File: config.mk
export PLATFORM = sky130hd
export DESIGN_NAME = trak_quad_decoder
export DESIGN_NICKNAME = d
export VERILOG_FILES = /design/src/rtl/trak_quad_decoder.sv
export SDC_FILE = /design/constraint.sdc
export NUM_CORES = 1
export LEC_CHECK = 0
export ABC_CLOCK_PERIOD_IN_PS = 2400
export CORE_MARGIN = 3
export CORE_UTILIZATION = 50
export DETAILED_ROUTE_END_ITERATION = 8
export GPL_TIMING_DRIVEN = 0
export HOLD_SLACK_MARGIN = 0.03
export PLACE_DENSITY_LB_ADDON = 0.1
export RECOVER_POWER = 100
export SYNTH_ARGS = -nofsm -noshare
export SYNTH_HDL_FRONTEND = slang
export SYNTH_SLANG_ARGS = --single-unit
File: constraint.sdc
create_clock -name clk_sys -period 2.4 [get_ports clk_sys]
set_input_delay 0.48 -clock clk_sys [delete_from_list [all_inputs] [get_ports clk_sys]]
set_output_delay 0.48 -clock clk_sys [all_outputs]
set_load 0.02 [all_outputs]
File: src/rtl/trak_quad_decoder.sv
// Trackball receiver: synchronises the async dir/step lines and counts every step toggle into wrapping per-axis counters.
// Optional step-line glitch filter is enabled by defining TRAK_GLITCH_FILTER_EN.
module trak_quad_decoder #(
    parameter int unsigned SYNC_STAGES   = 2,
    parameter int unsigned CNT_W         = 4,
    parameter int unsigned FILTER_CYCLES = 3
) (
    input  logic       clk_sys,
    input  logic       reset,
    input  logic       trak_dir_x,
    input  logic       trak_clk_x,
    input  logic       trak_dir_y,
    input  logic       trak_clk_y,
    input  logic       flip,
    input  logic       clr_x,
    input  logic       clr_y,
    input  logic       rd,
    input  logic       rd_sel,
    output logic [7:0] rd_data,
    output logic       rd_valid,
    output logic       step_x,
    output logic       step_y
);

    localparam int unsigned AXES = 2;

    if (SYNC_STAGES < 2 || SYNC_STAGES > 4) begin : g_bad_sync
        $error("SYNC_STAGES must be 2..4");
    end
    if (CNT_W < 1 || CNT_W > 7) begin : g_bad_cnt
        $error("CNT_W must be 1..7");
    end
    if (FILTER_CYCLES < 1 || FILTER_CYCLES > 15) begin : g_bad_filter
        $error("FILTER_CYCLES must be 1..15");
    end

    logic [AXES-1:0]        raw_clk;
    logic [AXES-1:0]        raw_dir;
    logic [SYNC_STAGES-1:0] clk_sync_q [AXES];
    logic [SYNC_STAGES-1:0] dir_sync_q [AXES];
    logic [AXES-1:0]        clk_s;
    logic [AXES-1:0]        dir_s;
    logic [AXES-1:0]        lvl;
    logic [AXES-1:0]        prev_q;
    logic [AXES-1:0]        edge_det;
    logic [AXES-1:0]        eff_dir;
    logic [AXES-1:0]        clr_vec;
    logic [AXES-1:0]        step_q, step_d;
    logic [AXES-1:0]        last_dir_q, last_dir_d;
    logic [CNT_W-1:0]       cnt_q [AXES];
    logic [CNT_W-1:0]       cnt_d [AXES];
    logic [7:0]             rd_word;
    logic [7:0]             rd_data_q, rd_data_d;
    logic                   rd_valid_q;

    assign raw_clk = {trak_clk_y, trak_clk_x};
    assign raw_dir = {trak_dir_y, trak_dir_x};
    assign clr_vec = {clr_y, clr_x};

    // Dir and clk share the same chain depth so a step sees the dir set with it.
    always_ff @(posedge clk_sys or posedge reset) begin
        if (reset) begin
            for (int unsigned a = 0; a < AXES; a++) begin
                clk_sync_q[a] <= '0;
                dir_sync_q[a] <= '0;
            end
        end else begin
            for (int unsigned a = 0; a < AXES; a++) begin
                clk_sync_q[a] <= {clk_sync_q[a][SYNC_STAGES-2:0], raw_clk[a]};
                dir_sync_q[a] <= {dir_sync_q[a][SYNC_STAGES-2:0], raw_dir[a]};
            end
        end
    end

    always_comb begin
        clk_s = '0;
        dir_s = '0;
        for (int unsigned a = 0; a < AXES; a++) begin
            clk_s[a] = clk_sync_q[a][SYNC_STAGES-1];
            dir_s[a] = dir_sync_q[a][SYNC_STAGES-1];
        end
    end

`ifdef TRAK_GLITCH_FILTER_EN
    localparam int unsigned STAB_W = 4;

    logic [AXES-1:0]   flt_q, flt_d;
    logic [STAB_W-1:0] stab_q [AXES];
    logic [STAB_W-1:0] stab_d [AXES];

    // A new clk level is adopted only after FILTER_CYCLES consecutive cycles at that level.
    always_comb begin
        flt_d = flt_q;
        for (int unsigned a = 0; a < AXES; a++) begin
            stab_d[a] = '0;
            if (clk_s[a] != flt_q[a]) begin
                if (stab_q[a] == STAB_W'(FILTER_CYCLES - 1)) begin
                    flt_d[a] = clk_s[a];
                end else begin
                    stab_d[a] = stab_q[a] + STAB_W'(1);
                end
            end
        end
    end

    always_ff @(posedge clk_sys or posedge reset) begin
        if (reset) begin
            flt_q <= '0;
            for (int unsigned a = 0; a < AXES; a++) begin
                stab_q[a] <= '0;
            end
        end else begin
            flt_q <= flt_d;
            for (int unsigned a = 0; a < AXES; a++) begin
                stab_q[a] <= stab_d[a];
            end
        end
    end

    assign lvl = flt_q;
`else
    assign lvl = clk_s;
`endif

    assign edge_det = lvl ^ prev_q;
    assign eff_dir  = dir_s ^ {AXES{flip}};

    // Clear beats a simultaneous step; the step is dropped without a pulse.
    always_comb begin
        step_d     = '0;
        last_dir_d = last_dir_q;
        for (int unsigned a = 0; a < AXES; a++) begin
            cnt_d[a] = cnt_q[a];
            if (clr_vec[a]) begin
                cnt_d[a] = '0;
            end else if (edge_det[a]) begin
                step_d[a]     = 1'b1;
                last_dir_d[a] = eff_dir[a];
                cnt_d[a]      = eff_dir[a] ? cnt_q[a] + CNT_W'(1) : cnt_q[a] - CNT_W'(1);
            end
        end
    end

    // Read port samples the pre-update counter so a coincident step is not visible yet.
    always_comb begin
        rd_word    = 8'(cnt_q[rd_sel]);
        rd_word[7] = last_dir_q[rd_sel];
        rd_data_d  = rd ? rd_word : rd_data_q;
    end

    always_ff @(posedge clk_sys or posedge reset) begin
        if (reset) begin
            prev_q     <= '0;
            step_q     <= '0;
            last_dir_q <= '0;
            rd_data_q  <= 8'h00;
            rd_valid_q <= 1'b0;
            for (int unsigned a = 0; a < AXES; a++) begin
                cnt_q[a] <= '0;
            end
        end else begin
            prev_q     <= lvl;
            step_q     <= step_d;
            last_dir_q <= last_dir_d;
            rd_data_q  <= rd_data_d;
            rd_valid_q <= rd;
            for (int unsigned a = 0; a < AXES; a++) begin
                cnt_q[a] <= cnt_d[a];
            end
        end
    end

    assign rd_data  = rd_data_q;
    assign rd_valid = rd_valid_q;
    assign step_x   = step_q[0];
    assign step_y   = step_q[1];

endmodule

==> results.md <==
* Status: finished, final reports clean
* Final max-slew violation count at 0
* Root buffer cell: clkbuf_4
* Fill cells at 200
* Worst-path cell chain: clkdlybuf4s50_1 -> xnor2_2 -> ha_1 -> o21ai_0 -> nand3b_1 -> o32ai_1 -> mux2_1
* Finish-stage setup viols at 0
* RSZ-0062 raised after global routing: no
* Num CTS Buffers at 3
* Critical Path RT at around 2600 ps
* Post-synthesis sequential area ratio at between 50 and 60%
* Minimum clock period after layout at 2140 ps
* Total track usage at 13.2%
* Reg2Reg Setup Slack at 580 ps
* YS warnings at 0
* Vias in the first global route at 762
* Kind of critical path: input port to register
* Ant diodes at 0
* Total wire length at 1810 um
* CP max FO at 6
* Final hold vios at 0
* Synth Cell Area at 0.00122 mm2
* Placer Congestion at 0.776
* Die area at 0.00308 mm2
* Post-synthesis cell count at 98
* CP arrival at 2350 ps
* Sum of negative setup slack at 0 ps
* Total number of vias at 767
* Initial Util at between 50% and 60%
* FF-to-FF path depth at 6
* Final Util at 62.7%
* Beginning of the critical path: flip
* Worst skew pair latency at 310 ps
* Slew @ Worst Pin at 999 ps
* Worst r2r src: dir_s[1]$_DFF_PP0_
* Initial antenna violation count at 0
* Setup Skew at about 6.0 ps
* Final routed DRC violation total at 0
* Fin crit share at 89.1%
* CTS H-tree lvls at 1
* Total gr overflow at 0
* Wirelength per Cell at about 12 um
* Cts repair resizes at 0
* CP peak stage delay at 500 ps
* Clock transition at path regs at 130 ps
* PwrDens at 707 mW/mm2
* Leakage at 0.658 nW
* Die width at 55.5 um
* DP HPWL at 1380 um
* Drt first pass iters at 4
* CP Capture Type: register
* Max-Cap Viols at 0
* Site Rows at 17
* Startpoint types: input port
* Layout cell share with drive strength beyond 1 at 9.17%
* Port Buffers at 17
* I/O Pins at 22
* Core Footprint at 0.00228 mm2
* Sink Count at 28
* Detail Route Antenna Nets at 0
* Hold path cells at 0
* HP Class: register to register
* Die Y-Extent at around 55 um
* Drt initial violations at 2
* F_max at ~0.47 GHz
* First-pass GRT wire length at 3240 um
* Largest net degree at the start of global routing at 29
* CTS tree: yes
* Worst Setup EP: cnt_q[3]$_DFFE_PP0P_
* Post-layout power at 1.01 mW
* Post-layout nets at 137
* Longest Clk Path Bufs at 2
* Post-CTS Hold Fix Bufs at 0
* DR vias/cell at slightly above 5
* Yosys reg bits at 28
* Area grow syn2layout at 16.4%
* Reg2reg end: cnt_q[3]$_DFFE_PP0P_
* Yosys cell types at 22
* Slew Limit Headroom at 33.3%
* Worst VDD drop at about 0.48 mV
* Synthesized area per cell at around 12 um2
* Setup Buffers After CTS at 0
* Critical path's slowest cell: clkdlybuf4s50_1
## logic make-up (layout without fill, tap and decap cells)
kind of cell	count (synthesis)	after routing	share of synthesized area [%]
DFF	28	28	57.2
and+or+nand+nor	23	23	8.89
AOI/OAI and AO/OA	19	19	11.0
muxes	9	9	7.56
xor gates and xnor gates	8	8	8.17
buffers and inverters	6	26	2.76
adders and majority gates	4	4	4.09
other	1	3	0.306
## final cells by class
type	count	area, um2	share of cell area (%)
Multi-Input combinational cell	66	464	32.5
Sequential cell	28	701	49.1
Timing Repair Buffer	17	170	11.9
Buffer	5	30.0	2.11
Clock buffer	3	22.5	1.58
Tap cell	28	35.0	2.46
Inverter	1	3.75	0.263
## power breakdown
| group | switching (mW) | internal (mW) | total (mW) |
|---|---|---|---|
| Combinational | 0.129 | 0.128 | 0.257 |
| Sequential | 0.0435 | 0.528 | 0.571 |
| Clock | 0.122 | 0.0587 | 0.181 |
## cell usage after synthesis
cell type	number	area, um2
a21oi_1	9	45.0
a21oi_2	2	17.5
a22o_1	2	17.5
a31oi_1	2	12.5
buf_4	3	22.5
clkbuf_1	2	7.51
conb_1	1	3.75
dfrtp_1	28	701
ha_1	4	50.1
inv_1	1	3.75
mux2_1	2	22.5
mux2i_1	7	70.1
nand2_1	2	7.51
nand3b_1	2	15.0
nor2_1	13	48.8
nor2b_1	4	25.0
o21ai_0	2	10.0
o32ai_2	2	32.5
or2_2	2	12.5
xnor2_1	2	17.5
xnor2_2	4	65.1
xor2_1	2	17.5
## per-stage QoR
stage | cell area, um2 | setup WS, ps | hold WS, ps | std cells
floorplan | 1230 | 555 | 331 | 100
global placement | 1440 | -116 | 333 | 145
detailed placement | 1440 | -137 | 339 | 145
CTS | 1460 | 213 | 371 | 148
global route | 1430 | 174 | 375 | 148
finish | 1430 | 261 | 368 | 148
## cell usage in the layout (no fill, tap or decap), drive strengths merged
cell type / count
xor2: 2
nand2: 2
o21ai: 2
xnor2: 6
mux2: 2
inv: 1
buf: 3
mux2i: 7
nor2b: 4
nor2: 13
conb: 3
clkdlybuf4s50: 3
o32ai: 2
dfrtp: 28
ha: 4
a22o: 2
or2: 2
nand3b: 2
a31oi: 2
dlygate4sd3: 14
a21oi: 11
clkbuf: 5
## state kept, by name, summed over array words and instances (netlist names)
name	flops
clk_s	2
clk_sync_q	2
cnt_q	8
dir_s	2
dir_sync_q	2
last_dir_q	2
prev_q	2
rd_data	5
rd_valid	1
step_q	2
## how the worst min path moves through the flow
stage / start / end
after floorplan: clk_sync_q[2]$_DFF_PP0_ / clk_s[0]$_DFF_PP0_
after global placement: dir_sync_q[2]$_DFF_PP0_ / dir_s[0]$_DFF_PP0_
after detailed placement: clk_sync_q[2]$_DFF_PP0_ / clk_s[0]$_DFF_PP0_
after CTS: dir_sync_q[0]$_DFF_PP0_ / dir_s[1]$_DFF_PP0_
after global routing: dir_sync_q[0]$_DFF_PP0_ / dir_s[1]$_DFF_PP0_
final: dir_sync_q[0]$_DFF_PP0_ / dir_s[1]$_DFF_PP0_
## per-layer routing
layer / vias to the layer above / global-route usage (%) / share of wire, %
li1: 375 / - / -
met1: 369 / 16.9 / 47
met2: 21 / 21.5 / 47
met3: 2 / 2.10 / 4.9
met4: 0 / 6.94 / 0.94
met5: - / 0 / 0
## critical path: cells and delay by family
kind	cells	cell delay, ps
xor gates and xnor gates	1	360
buffers and inverters	1	500
adders and majority gates	1	330
AOI/OAI and AO/OA	2	240
muxes	1	350
and+or+nand+nor	1	90
Note: power is estimated with default switching activity, not from simulation.
